## src/rtl/add_share_ctrl_if.sv

```systemverilog
// -----------------------------------------------------------------------------
// add_share_ctrl_if
// Handshake/operand bundle between the two requesting units and the shared
// adder scheduler (add_share_ctrl).
//
// Signals:
//   req0, a0, b0   requester 0 request (held until ack0) and 16-bit operands
//   req1, a1, b1   requester 1 request (held until ack1) and 16-bit operands
//   sel            operand mux select, 0 = requester 0, 1 = requester 1
//   busy           scheduler is in CALC or DONE
//   ack0, ack1     one-cycle completion pulse to the granted requester
//   sum, cout      registered 17-bit result of the granted requester's a+b
//
// Modports:
//   master  requester side (drives requests and operands)
//   slave   scheduler side (drives select, status, acks and result)
// -----------------------------------------------------------------------------
interface add_share_ctrl_if;
    logic        req0;
    logic [15:0] a0;
    logic [15:0] b0;
    logic        req1;
    logic [15:0] a1;
    logic [15:0] b1;
    logic        sel;
    logic        busy;
    logic        ack0;
    logic        ack1;
    logic [15:0] sum;
    logic        cout;

    modport master (
        output req0, a0, b0, req1, a1, b1,
        input  sel, busy, ack0, ack1, sum, cout
    );

    modport slave (
        input  req0, a0, b0, req1, a1, b1,
        output sel, busy, ack0, ack1, sum, cout
    );
endinterface

```

## src/rtl/add_share_ctrl.sv

```systemverilog
// -----------------------------------------------------------------------------
// add_share_ctrl
// Two-requester scheduler for the shared 16-bit adder. Picks a winner in IDLE,
// registers the operand mux select, computes a+b of the winner in CALC, and
// returns the registered result with a one-cycle ack in DONE. One transaction
// completes every 3 cycles.
//
// Ports:
//   i_clk   rising-edge clock
//   i_rst   synchronous, active-high reset
//   s_bus   add_share_ctrl_if.slave (requests/operands in, sel/busy/acks/
//           sum/cout out)
//
// Build option:
//   ADD_SHARE_RR_EN  defined   -> round-robin tie break with a 1-bit pointer
//                    undefined -> fixed priority, requester 0 wins ties
//
// State table:
//   state   | meaning
//   IDLE    | waiting for a request; grant and register sel on exit
//   CALC    | operands of sel pass through the mux; result registered
//   DONE    | result valid, ack pulse to the sel requester
// -----------------------------------------------------------------------------
module add_share_ctrl (
    input  logic               i_clk,
    input  logic               i_rst,
    add_share_ctrl_if.slave    s_bus
);

    typedef enum logic [1:0] {
        ST_IDLE = 2'd0,
        ST_CALC = 2'd1,
        ST_DONE = 2'd2
    } state_t;

    state_t      r_state;
    logic        r_sel;
    logic        r_busy;
    logic        r_ack0;
    logic        r_ack1;
    logic [15:0] r_sum;
    logic        r_cout;

    logic        w_any_req;
    logic        w_grant1;
    logic [15:0] w_op_a;
    logic [15:0] w_op_b;
    logic [16:0] w_sum;

    assign w_any_req = s_bus.req0 | s_bus.req1;

`ifdef ADD_SHARE_RR_EN
    logic r_ptr;

    // Requester 1 wins when alone, or on a tie when the pointer prefers it.
    assign w_grant1 = s_bus.req1 & (~s_bus.req0 | r_ptr);
`else
    assign w_grant1 = s_bus.req1 & ~s_bus.req0;
`endif

    // Shared 2:1 operand mux, steered by the registered select only.
    assign w_op_a = r_sel ? s_bus.a1 : s_bus.a0;
    assign w_op_b = r_sel ? s_bus.b1 : s_bus.b0;
    assign w_sum  = {1'b0, w_op_a} + {1'b0, w_op_b};

    always_ff @(posedge i_clk) begin
        if (i_rst) begin
            r_state <= ST_IDLE;
            r_sel   <= 1'b0;
            r_busy  <= 1'b0;
            r_ack0  <= 1'b0;
            r_ack1  <= 1'b0;
            r_sum   <= 16'h0000;
            r_cout  <= 1'b0;
`ifdef ADD_SHARE_RR_EN
            r_ptr   <= 1'b0;
`endif
        end else begin
            case (r_state)
                ST_IDLE: begin
                    r_ack0 <= 1'b0;
                    r_ack1 <= 1'b0;
                    if (w_any_req) begin
                        r_sel   <= w_grant1;
                        r_busy  <= 1'b1;
                        r_state <= ST_CALC;
`ifdef ADD_SHARE_RR_EN
                        r_ptr   <= ~w_grant1;
`endif
                    end
                end
                ST_CALC: begin
                    // Acks are registered here so they are high for the
                    // whole DONE cycle alongside the fresh result.
                    r_sum   <= w_sum[15:0];
                    r_cout  <= w_sum[16];
                    r_ack0  <= ~r_sel;
                    r_ack1  <= r_sel;
                    r_state <= ST_DONE;
                end
                ST_DONE: begin
                    r_ack0  <= 1'b0;
                    r_ack1  <= 1'b0;
                    r_busy  <= 1'b0;
                    r_state <= ST_IDLE;
                end
                default: begin
                    r_ack0  <= 1'b0;
                    r_ack1  <= 1'b0;
                    r_busy  <= 1'b0;
                    r_state <= ST_IDLE;
                end
            endcase
        end
    end

    assign s_bus.sel  = r_sel;
    assign s_bus.busy = r_busy;
    assign s_bus.ack0 = r_ack0;
    assign s_bus.ack1 = r_ack1;
    assign s_bus.sum  = r_sum;
    assign s_bus.cout = r_cout;

endmodule

```

## src/flat_wrapper.sv

```systemverilog
// flat-port wrapper written by rule: the top's interface ports become plain ports
module add_share_ctrl_flat 
  (i_clk, i_rst, s_bus_req0, s_bus_a0, s_bus_b0, s_bus_req1, s_bus_a1, s_bus_b1, s_bus_sel, s_bus_busy, s_bus_ack0, s_bus_ack1, s_bus_sum, s_bus_cout);
  add_share_ctrl_if s_bus_i ();
  input  logic i_clk;
  input  logic i_rst;
  input wire logic [$bits(s_bus_i.req0)-1:0] s_bus_req0;
  input wire logic [$bits(s_bus_i.a0)-1:0] s_bus_a0;
  input wire logic [$bits(s_bus_i.b0)-1:0] s_bus_b0;
  input wire logic [$bits(s_bus_i.req1)-1:0] s_bus_req1;
  input wire logic [$bits(s_bus_i.a1)-1:0] s_bus_a1;
  input wire logic [$bits(s_bus_i.b1)-1:0] s_bus_b1;
  output wire logic [$bits(s_bus_i.sel)-1:0] s_bus_sel;
  output wire logic [$bits(s_bus_i.busy)-1:0] s_bus_busy;
  output wire logic [$bits(s_bus_i.ack0)-1:0] s_bus_ack0;
  output wire logic [$bits(s_bus_i.ack1)-1:0] s_bus_ack1;
  output wire logic [$bits(s_bus_i.sum)-1:0] s_bus_sum;
  output wire logic [$bits(s_bus_i.cout)-1:0] s_bus_cout;
  assign s_bus_i.req0 = s_bus_req0;
  assign s_bus_i.a0 = s_bus_a0;
  assign s_bus_i.b0 = s_bus_b0;
  assign s_bus_i.req1 = s_bus_req1;
  assign s_bus_i.a1 = s_bus_a1;
  assign s_bus_i.b1 = s_bus_b1;
  assign s_bus_sel = s_bus_i.sel;
  assign s_bus_busy = s_bus_i.busy;
  assign s_bus_ack0 = s_bus_i.ack0;
  assign s_bus_ack1 = s_bus_i.ack1;
  assign s_bus_sum = s_bus_i.sum;
  assign s_bus_cout = s_bus_i.cout;
  add_share_ctrl u_core (.i_clk(i_clk), .i_rst(i_rst), .s_bus(s_bus_i));
endmodule
```

## config.mk

```make
export PLATFORM = sky130hd
export DESIGN_NAME = add_share_ctrl_flat
export DESIGN_NICKNAME = d
export VERILOG_FILES = /design/src/rtl/add_share_ctrl_if.sv /design/src/rtl/add_share_ctrl.sv /design/src/flat_wrapper.sv
export SDC_FILE = /design/constraint.sdc
export NUM_CORES = 1
export LEC_CHECK = 0
export ABC_AREA = 1
export ABC_CLOCK_PERIOD_IN_PS = 5700
export CORE_MARGIN = 5
export CORE_UTILIZATION = 47
export CTS_CLUSTER_DIAMETER = 80
export DETAILED_ROUTE_END_ITERATION = 7
export GPL_TIMING_DRIVEN = 1
export MAX_ROUTING_LAYER = met4
export PLACE_DENSITY_LB_ADDON = 0.12
export SYNTH_ARGS = -nofsm -noshare
export SYNTH_HDL_FRONTEND = slang
export SYNTH_SLANG_ARGS = --single-unit
```

## constraint.sdc

```tcl
create_clock -name i_clk -period 5.7 [get_ports i_clk]
set_input_delay 0.855 -clock i_clk [delete_from_list [all_inputs] [get_ports i_clk]]
set_output_delay 0.855 -clock i_clk [all_outputs]
set_load 0.02 [all_outputs]
```

==> flow_metrics.env, run 1 <==
export IMPL_status="complete, no violations"
export IMPL_min_from="u_core.s_bus.busy"
export IMPL_p_per_area_nw_per_um2=213
export IMPL_hold_class="flip-flop to flip-flop"
export IMPL_hold_end="u_core.s_bus.busy"
export IMPL_ctsHoldBuffers=0
export IMPL_layout_min_cycle_time_ns=2.86
export IMPL_vdd_drop_max_mv=0.0936
export IMPL_cts_max_path_buffers=2
export IMPL_grt_pass1_vias=2179
export IMPL_diodes=0
export IMPL_die_w_um=77.7
export IMPL_drc=0
export IMPL_clkPwrFrac_pct=15.2
export IMPL_ys_ff_latch=23
export IMPL_cts_tree="built"
export IMPL_via_per_inst=4.71
export IMPL_r2r_start="u_core.s_bus.sel"
export IMPL_yosys_warnings=0
export IMPL_drtIter0Drc=166
export IMPL_antenna_found_initial=0
export IMPL_p_leak_nw=1.68
export IMPL_p_seq_share_pct=28.0
export IMPL_rsz0062_at_grt="false"
export IMPL_worstPathRequired_ns=5.87
export IMPL_post_cts_setup_buffer_count=0
export IMPL_finalNetCount=564
export IMPL_ctsResizeCount=0
export IMPL_path_cells="buf_4 -> inv_1 -> nand2_1 -> nand2_1 -> ha_1 -> fa_1 -> nand2_1 -> nand2_1 -> nand3b_1 -> nand2_2 -> nand2_1 -> nand2_1 -> nand2_1 -> nand3_1 -> nand2_1 -> inv_1"
export IMPL_area_growth_pct=44.4
export IMPL_die_h_um=77.7
export IMPL_placed_area_um2=3060
export IMPL_max_stage_delay_ns=0.51
export IMPL_pin_count=89
export IMPL_grt_pass1_wl_mm=9.16
export IMPL_synthesis_nets=480
export IMPL_startpoint_type="flip-flop"
export IMPL_place_congestion=0.844
export IMPL_cts_root_buf="clkbuf_8"
export IMPL_cpMaxStageDelayCell="inv_1"
export IMPL_drive_gt1_share_pct=3.35
export IMPL_syn_area_um2=2150
export IMPL_tns_ns=0
export IMPL_post_dp_hpwl_mm=4.55
export IMPL_wl_per_cell_um=10.5
export IMPL_grtUsageTotal_pct=18.2
export IMPL_ant_nets=0
export IMPL_num_rows=24
export IMPL_via_count=2497
export IMPL_regToRegSetupSlack_ns=2.84
export IMPL_drv_cap=0
export IMPL_hold_viol_final=0
export IMPL_synth_area_leaders="nand2_1 31%, dfxtp_1 21%, inv_1 9.4%"
export IMPL_gr_total_overflow=0
export IMPL_end_kind="flip-flop"
export IMPL_start_util_pct=49.1
export IMPL_p_switching_w=0.000274
export IMPL_syn_area_per_cell_um2=5.45
export IMPL_cts_sinks=23
export IMPL_setup_viol=0
export IMPL_top_usage_layer="met2"
export IMPL_synth_cells=395
export IMPL_r2r_cells=16
export IMPL_path_class="flip-flop to flip-flop"
export IMPL_timing_rr_end="u_core.s_bus.sum[10]"
export IMPL_slew_headroom_pct=38.2
export IMPL_crit_arrival_ns=3.03
export IMPL_cts_htree_levels=1
export IMPL_wl_mm=5.58
export IMPL_worst_pin_slew_ns=0.926
export IMPL_grt_max_degree=37
export IMPL_postLayoutCellArea_um2=3110
export IMPL_cts_clk_slew_worst_paths_ns=0.08
export IMPL_coreArea_um2=4380
export IMPL_grt_util_met2_pct=31.7
export IMPL_hold_path_depth=2
export IMPL_cpLargestDelayFamily="simple AND/OR/NAND/NOR gates"
export IMPL_fmax_ghz=0.350
export IMPL_internal_power_w=0.000389
export IMPL_clk_latency_ns=0.26
export IMPL_first_pass_iters=4
export IMPL_crit_fanout=36
export IMPL_synth_top_area_cell="nand2_1"
export IMPL_ys_types=28
export IMPL_die_area_um2=6030
export IMPL_maxSlewViolCount=0
export IMPL_crit_top_cell="nand2_1"
export IMPL_worstPathBufferInverterCount=3
export IMPL_grtUsageMet3_pct=2.31
export IMPL_numCtsBuffers=3
export IMPL_post_route_period_util_pct=50.2
export IMPL_switching_share_pct=41.4
export IMPL_port_buffers=88
export IMPL_grtUsageMet1_pct=22.2
export IMPL_p_comb_share_pct=56.9
export IMPL_yosys_area_top_type_share_pct=30.9
export IMPL_synth_seq_area_share_pct=21.4
export IMPL_fin_skew_ns=0.00112
==> synth_stat cells (all sizes together) <==
cell type / n
nand3b: 1
nor3: 6
a31oi: 2
and2: 1
a21oi: 13
inv: 57
nand2: 180
nand3: 19
fa: 1
nor2: 46
o31ai: 1
xor2: 3
nand4: 1
buf: 6
o21ai: 11
dfxtp: 23
o22ai: 1
o211ai: 1
ha: 16
clkbuf: 5
or2: 1
==> how the worst max path moves through the flow <==
stage	startpoint	endpoint	cells past startpoint
2_1_floorplan	u_core.s_bus.sel	u_core.s_bus.sum[10]	17
3_3_place_gp	s_bus_b0[0]	u_core.s_bus.sum[10]	15
3_5_place_dp	u_core.s_bus.sel	u_core.s_bus.sum[10]	16
4_1_cts	u_core.s_bus.sel	u_core.s_bus.sum[10]	16
5_1_grt	u_core.s_bus.sel	u_core.s_bus.sum[10]	16
6_report	u_core.s_bus.sel	u_core.s_bus.sum[10]	16
==> through the flow <==
stage	worst slack [ns]	power [W]	hold WS (ns)	utilization (%)	cells
final	2.84	0.000663	0.508	70.9	530
after detailed placement	2.83	0.000567	0.497	69.8	526
after floorplan	3.36	0.000440	0.467	-	395
after global routing	2.47	0.000723	0.533	70.9	530
after global placement	2.91	0.000560	0.489	69.8	526
after CTS	2.80	0.000667	0.511	70.9	530
==> cells by family after synthesis <==
kind of cell | share of synthesized area, %
adder cells (fa/ha/maj) | 10.2
XOR/XNOR | 1.22
buffers and inverters | 12.3
AO/OA/AOI/OAI | 7.33
flip-flops | 21.4
AND/OR/NAND/NOR | 47.5
==> worst register-to-register path: stages, from the launching register on <==
cell      delay, ns
dfxtp_1        0.32
buf_4          0.33
inv_1          0.52
nand2_1        0.18
nand2_1        0.07
ha_1           0.22
fa_1           0.40
nand2_1        0.12
nand2_1        0.06
nand3b_1       0.12
nand2_2        0.08
nand2_1        0.08
nand2_1        0.06
nand2_1        0.05
nand3_1        0.06
nand2_1        0.07
inv_1          0.04
==> power groups by stage <==
stage                     clock, W  sequential, W  combinational [W]
after global placement           0       0.000189           0.000371
after floorplan                  0       0.000208           0.000232
after detailed placement         0       0.000189           0.000378
final                     0.000100       0.000185           0.000377
after global routing      0.000108       0.000188           0.000427
after CTS                 0.000102       0.000186           0.000380
==> cell type report <==
class                           count  area [µm²]
Clock inverter                      1        5.00
Fill cell                         423        1280
Multi-Input combinational cell    304        1430
Inverter                           57         214
Tap cell                           52        65.1
Clock buffer                        3        41.3
Sequential cell                    23         460
Timing Repair Buffer               90         896
==> state kept, by name (all words and copies together), names as in the netlist <==
signal             cells
u_core.s_bus.sel       1
u_core.r_state         2
u_core.s_bus.busy      1
u_core.s_bus.ack0      1
u_core.s_bus.cout      1
u_core.s_bus.sum      16
u_core.s_bus.ack1      1
==> routing by layer <==
layer	wire, µm	share of wire [%]
met5	0	0
met4	25	0.45
met3	335	6.0
met2	2730	49
met1	2500	45
==> layout by cell type (no fill, tap or decap) <==
| master | Yosys | final |
|---|---|---|
| a31oi_1 | 2 | 2 |
| a21oi_2 | 1 | 1 |
| o22ai_1 | 1 | 1 |
| xor2_1 | 3 | 3 |
| nand4_1 | 1 | 1 |
| o31ai_1 | 1 | 1 |
| o21ai_1 | 1 | 1 |
| clkbuf_8 | 0 | 3 |
| o211ai_1 | 1 | 1 |
| nor2_1 | 46 | 46 |
| inv_1 | 54 | 54 |
| nand2_1 | 177 | 177 |
| inv_2 | 3 | 3 |
| fa_1 | 1 | 1 |
| dfxtp_1 | 23 | 23 |
| buf_4 | 1 | 2 |
| a21oi_1 | 12 | 12 |
| nand2_2 | 3 | 3 |
| nand3_1 | 18 | 18 |
| and2_1 | 1 | 1 |
| o21ai_0 | 10 | 10 |
| nor3_1 | 4 | 4 |
| nor3_2 | 2 | 2 |
| clkinv_2 | 0 | 1 |
| clkdlybuf4s50_1 | 0 | 88 |
| nand3b_1 | 1 | 1 |
| or2_1 | 1 | 1 |
| ha_1 | 16 | 16 |
| nand3_2 | 1 | 1 |
Power figures use the tool's default switching activity.
==> run 2: changes to the inputs <==
Settings changed: ABC_CLOCK_PERIOD_IN_PS 5700 to 2900, CORE_UTILIZATION 47 to 44.
Clock period 5.7 ns to 2.9 ns, I/O delays scaled along.
==> run 2 against run 1 <==
Compared with the run above:
- sequential share of layout area decreased by 0.12 points
- total power up 97%
- sequential power increased by 98%
- register-to-register slack lost 2.4 ns
- first-iteration DRC count is 46% lower
- clock power grew 99%
- combinational power grew 96%
- design area grew 0.85%
- core utilization is 4.5 points lower
- critical endpoint unchanged
==> flow_metrics.env, run 2 (synthesis gave the netlist of run 1 again) <==
export IMPL_area_growth_pct=45.6
export IMPL_ant_nets=0
export IMPL_ctsHoldBuffers=0
export IMPL_layout_min_cycle_time_ns=2.46
export IMPL_antenna_found_initial=0
export IMPL_regToRegSetupSlack_ns=0.44
export IMPL_startpoint_type="flip-flop"
export IMPL_fin_skew_ns=0.00404
export IMPL_grtUsageTotal_pct=17.6
export IMPL_end_kind="flip-flop"
export IMPL_worst_pin_slew_ns=0.476
export IMPL_vdd_drop_max_mv=0.188
export IMPL_final_common_cell="nand2_1"
export IMPL_min_from="u_core.s_bus.sum[7]"
export IMPL_path_class="flip-flop to flip-flop"
export IMPL_drv_cap=0
export IMPL_cpMaxStageDelayCell="dfxtp_1"
export IMPL_max_stage_delay_ns=0.50
export IMPL_post_cts_setup_buffer_count=0
export IMPL_hold_viol_final=0
export IMPL_via_per_inst=4.61
export IMPL_hold_class="flip-flop to flip-flop"
export IMPL_grt_pass1_vias=2221
export IMPL_drc=0
export IMPL_final_cell_mix="177 x nand2_1, 88 x clkdlybuf4s50_1, 54 x inv_1"
export IMPL_status="complete, no violations"
export IMPL_fin_cells=546
export IMPL_p_leak_nw=1.69
export IMPL_crit_start="u_core.s_bus.sel"
export IMPL_num_rows=25
export IMPL_start_util_pct=45.6
export IMPL_ff_latch_area_um2=460
export IMPL_cts_root_buf="clkbuf_8"
export IMPL_clk_latency_ns=0.26
export IMPL_grt_max_degree=34
export IMPL_whs_ns=0.506
export IMPL_post_route_period_util_pct=84.7
export IMPL_cts_max_path_buffers=2
export IMPL_worstPathRequired_ns=3.07
export IMPL_cts_sinks=23
export IMPL_crit_top_cell="nand2_1"
export IMPL_gr_total_overflow=0
export IMPL_diodes=0
export IMPL_drtIter0Drc=89
export IMPL_ctsResizeCount=0
export IMPL_maxSlewViolCount=0
export IMPL_place_congestion=0.860
export IMPL_cts_clk_slew_worst_paths_ns=0.08
export IMPL_grt_pass1_wl_mm=9.16
export IMPL_via_count=2517
export IMPL_crit_fanout=33
export IMPL_fill_cells=442
export IMPL_cts_tree="built"
export IMPL_setup_viol=0
export IMPL_numCtsBuffers=3
export IMPL_rsz0062_at_grt="false"
export IMPL_slew_headroom_pct=68.2
export IMPL_port_buffers=88
export IMPL_worstPathBufferInverterCount=3
export IMPL_first_pass_iters=4
export IMPL_post_dp_hpwl_mm=4.51
export IMPL_cpLargestDelayFamily="simple AND/OR/NAND/NOR gates"
export IMPL_cts_htree_levels=1
export IMPL_die_w_um=79.9
export IMPL_pin_count=89
export IMPL_wl_per_cell_um=9.91
export IMPL_multi_input_area_um2=1430
export IMPL_path_cells="inv_1 -> buf_4 -> nand2_1 -> nand2_1 -> ha_1 -> fa_1 -> nand2_1 -> nand2_1 -> nand3b_1 -> nand2_2 -> nand2_1 -> nand2_1 -> nand2_1 -> nand3_1 -> nand2_1 -> inv_1"
export IMPL_fmax_ghz=0.407
export IMPL_p_per_area_nw_per_um2=416
export IMPL_crit_arrival_ns=2.63
export IMPL_finalNetCount=565
export IMPL_coreArea_um2=4720
export IMPL_largest_reg_flops=16
export IMPL_wl_mm=5.41
export IMPL_die_area_um2=6390
export IMPL_drive_gt1_share_pct=3.55
export IMPL_die_h_um=79.9
export IMPL_tns_ns=0
export IMPL_dpl_cell_count=542
export IMPL_r2r_start="u_core.s_bus.sel"
## run 2: cell type report
cell class	count	area share [%]
clock buffer	3	1.32
clock inverter	1	0.160
inverter	57	6.83
multi-input combinational	304	45.5
sequential	23	14.7
tap	67	2.67
timing repair buffer	91	28.8
## run 2: worst reg2reg max path, delay by kind of cell, from the launching register on
| family | cells | cell delay, ns |
|---|---|---|
| AND/OR/NAND/NOR | 11 | 0.89 |
| adder cells (fa/ha/maj) | 2 | 0.63 |
| flip-flops | 1 | 0.50 |
| buffers and inverters | 3 | 0.34 |
## run 2: path summary, 6_finish.rpt
check,endpoint,depth (start not counted)
worst max-delay path,u_core.s_bus.sum[10],16
worst min-delay path,u_core.s_bus.sum[7],2
worst max register to register,u_core.s_bus.sum[10],16
worst min register to register,u_core.s_bus.sum[7],2
## run 2: per-layer routing
metal / global-route usage (%) / wire length [µm] / part of all wire, % / vias to the layer above
met1: 21.0 / 2460 / 45 / 1071
met2: 31.2 / 2570 / 48 / 70
met3: 2.03 / 345 / 6.4 / 4
met4: 4.90 / 33 / 0.61 / 0
met5: - / 0 / 0 / -
li1: - / - / - / 1372
## run 2: per-stage QoR
stage / total power, W / area, µm² / setup slack (ns) / util, %
2_1_floorplan: 0.000864 / 2150 / 0.559 / -
3_3_place_gp: 0.00110 / 3090 / 0.539 / 65.4
3_5_place_dp: 0.00111 / 3090 / 0.455 / 65.4
4_1_cts: 0.00131 / 3130 / 0.451 / 66.4
5_1_grt: 0.00143 / 3130 / 0.209 / 66.4
6_report: 0.00130 / 3130 / 0.444 / 66.4
## run 2: power by group
group / leakage [nW] / internal, W / total [W] / switching [W]
clock network: 0.0255 / 0.0000958 / 0.000199 / 0.000103
logic: 1.47 / 0.000320 / 0.000738 / 0.000418
registers: 0.190 / 0.000349 / 0.000367 / 0.0000180
==> run 3: changes to the inputs <==
Settings changed: ABC_CLOCK_PERIOD_IN_PS 2900 to 2140, CORE_UTILIZATION 44 to 39.
Clock period 2.9 ns to 2.14 ns, I/O delays scaled along.
==> run 3 against run 2 <==
Compared with the run above:
- design area grew 7.5%
- via count grew 0.91%
- worst setup slack lost 0.31 ns
- die area grew 11%
- clock skew shrank 0.0032 ns
- sequential power grew 35%
- sequential share of layout area shrank 0.91 points
- worst hold slack gained 0.0011 ns
- final cell count grew 3.7%
- critical path type unchanged
- largest power group unchanged
- highest routed layer unchanged
==> flow_metrics.env, run 3 (synthesis gave the netlist of run 1 again) <==
export IMPL_status="complete, no violations"
export IMPL_setup_viol=0
export IMPL_grt_pass1_vias=2342
export IMPL_num_rows=27
export IMPL_placed_area_um2=3210
export IMPL_start_util_pct=39.6
export IMPL_grt_pass1_wl_mm=9.68
export IMPL_crit_top_cell="nand2_2"
export IMPL_pin_count=89
export IMPL_worst_pin_slew_ns=0.301
export IMPL_cts_htree_levels=1
export IMPL_post_route_period_util_pct=93.8
export IMPL_p_switching_w=0.000762
export IMPL_fin_skew_ns=0.000870
export IMPL_via_per_inst=4.49
export IMPL_antenna_found_initial=0
export IMPL_postLayoutCellArea_um2=3370
export IMPL_layout_min_cycle_time_ns=2.01
export IMPL_vdd_drop_max_mv=0.254
export IMPL_die_area_um2=7100
export IMPL_p_per_area_nw_per_um2=561
export IMPL_end_kind="flip-flop"
export IMPL_place_congestion=0.816
export IMPL_cts_max_path_buffers=2
export IMPL_final_cell_mix="167 x nand2_1, 88 x clkdlybuf4s50_1, 53 x inv_1"
export IMPL_drtIter0Drc=94
export IMPL_cts_tree="built"
export IMPL_coreArea_um2=5440
export IMPL_die_w_um=84.3
export IMPL_max_stage_delay_ns=0.38
export IMPL_startpoint_type="flip-flop"
export IMPL_p_seq_share_pct=26.3
export IMPL_cts_sinks=23
export IMPL_largest_reg_flops=16
export IMPL_p_leak_nw=1.78
export IMPL_numCtsBuffers=3
export IMPL_cpMaxStageDelayCell="dfxtp_4"
export IMPL_drive_gt1_share_pct=9.51
export IMPL_p_comb_share_pct=60.0
export IMPL_grtUsageTotal_pct=16.4
export IMPL_clk_latency_ns=0.25
export IMPL_gr_total_overflow=0
export IMPL_switching_share_pct=40.3
export IMPL_fmax_ghz=0.498
export IMPL_worstPathRequired_ns=2.30
export IMPL_wl_per_cell_um=10.6
export IMPL_maxSlewViolCount=0
export IMPL_grt_max_degree=30
export IMPL_drv_cap=0
export IMPL_area_growth_pct=56.6
export IMPL_first_pass_iters=4
export IMPL_fin_ws_ns=0.133
export IMPL_final_common_cell="nand2_1"
export IMPL_wl_mm=6.00
export IMPL_rsz0062_at_grt="true"
export IMPL_cts_root_buf="clkbuf_8"
export IMPL_post_dp_hpwl_mm=4.97
export IMPL_cpLargestDelayFamily="simple AND/OR/NAND/NOR gates"
export IMPL_clkPwrFrac_pct=13.7
export IMPL_internal_power_w=0.00113
export IMPL_crit_fanout=8
export IMPL_slew_headroom_pct=79.8
export IMPL_dp_slack_ns=-0.0842
export IMPL_path_class="flip-flop to flip-flop"
export IMPL_ant_nets=0
export IMPL_drc=0
export IMPL_worstPathBufferInverterCount=3
export IMPL_ff_latch_area_um2=464
export IMPL_multi_input_area_um2=1500
export IMPL_diodes=0
export IMPL_fill_cells=550
export IMPL_ctsHoldBuffers=0
export IMPL_hold_class="flip-flop to flip-flop"
export IMPL_die_h_um=84.3
export IMPL_cts_clk_slew_worst_paths_ns=0.08
export IMPL_crit_arrival_ns=2.17
export IMPL_finalNetCount=580
export IMPL_hold_viol_final=0
export IMPL_port_buffers=88
export IMPL_path_cells="inv_6 -> buf_12 -> nand2_4 -> nand2_4 -> ha_4 -> fa_2 -> nand2_2 -> nand2_1 -> nand3b_1 -> nand2_2 -> nand2_2 -> nand2_2 -> nand2_1 -> nand3_1 -> nand2_1 -> inv_1"
export IMPL_via_count=2540
export IMPL_utilization_pct=62.0
-- run 3: cell types whose count changed in the layout (fill, tap and decap cells not counted), moves of 2 or more --
| cell | previous run | this run |
|---|---|---|
| buf_4 | 3 | 14 |
| nand2_1 | 177 | 167 |
| nand2_2 | 3 | 10 |
| nand2_4 | 0 | 3 |
| buf_6 | 0 | 2 |
| ha_1 | 16 | 14 |
| ha_4 | 0 | 2 |
-- run 3: through the flow --
stage,setup TNS [ns],power (W),hold slack (ns),instances
after global routing,-0.0633,0.00207,0.545,566
after CTS,0,0.00186,0.505,564
after floorplan,0,0.00118,0.405,395
final,0,0.00189,0.508,566
after detailed placement,-0.191,0.00159,0.492,560
after global placement,-0.0770,0.00158,0.489,560
-- run 3: repair_timing --
action                     4_1_cts  5_1_grt
buffers inserted                 0        1
setup endpoints to repair        0        8
gates resized for setup          0       22
-- run 3: path summary, 6_finish.rpt --
| check | startpoint | to | cells after the start | slack (ns) |
|---|---|---|---|---|
| min | u_core.r_state[1] | u_core.r_state[0] | 1 | 0.51 |
| max | u_core.s_bus.sel | u_core.s_bus.sum[10] | 16 | 0.13 |
| min reg2reg | u_core.r_state[1] | u_core.r_state[0] | 1 | 0.51 |
| max reg2reg | u_core.s_bus.sel | u_core.s_bus.sum[10] | 16 | 0.13 |
-- run 3: layout make-up --
type                       count  share of cell area, %
multi-input combinational    304                   44.4
timing repair buffer         106                   31.3
sequential                    23                   13.8
inverter                      57                   6.50
tap                           72                   2.67
clock buffer                   4                   1.34
-- run 3: worst reg2reg max path: cells and delay by family, from the launching register on --
| kind | cells | cell delay, ns |
|---|---|---|
| simple gates | 11 | 0.78 |
| flops | 1 | 0.38 |
| fa+ha+maj | 2 | 0.52 |
| buf+inv | 3 | 0.21 |
-- run 3: per-layer routing --
metal | track usage (%) | share of wire (%)
met5 | - | 0
met2 | 30.1 | 49
met1 | 19.1 | 45
met4 | 3.65 | 1.1
met3 | 1.77 | 4.6
-- run 3: power groups by stage --
stage	Combinational (W)	Clock [W]	Sequential, W
2_1_floorplan	0.000622	0	0.000555
3_3_place_gp	0.00107	0	0.000505
3_5_place_dp	0.00108	0	0.000505
4_1_cts	0.00109	0.000272	0.000495
5_1_grt	0.00129	0.000285	0.000501
6_report	0.00113	0.000260	0.000497
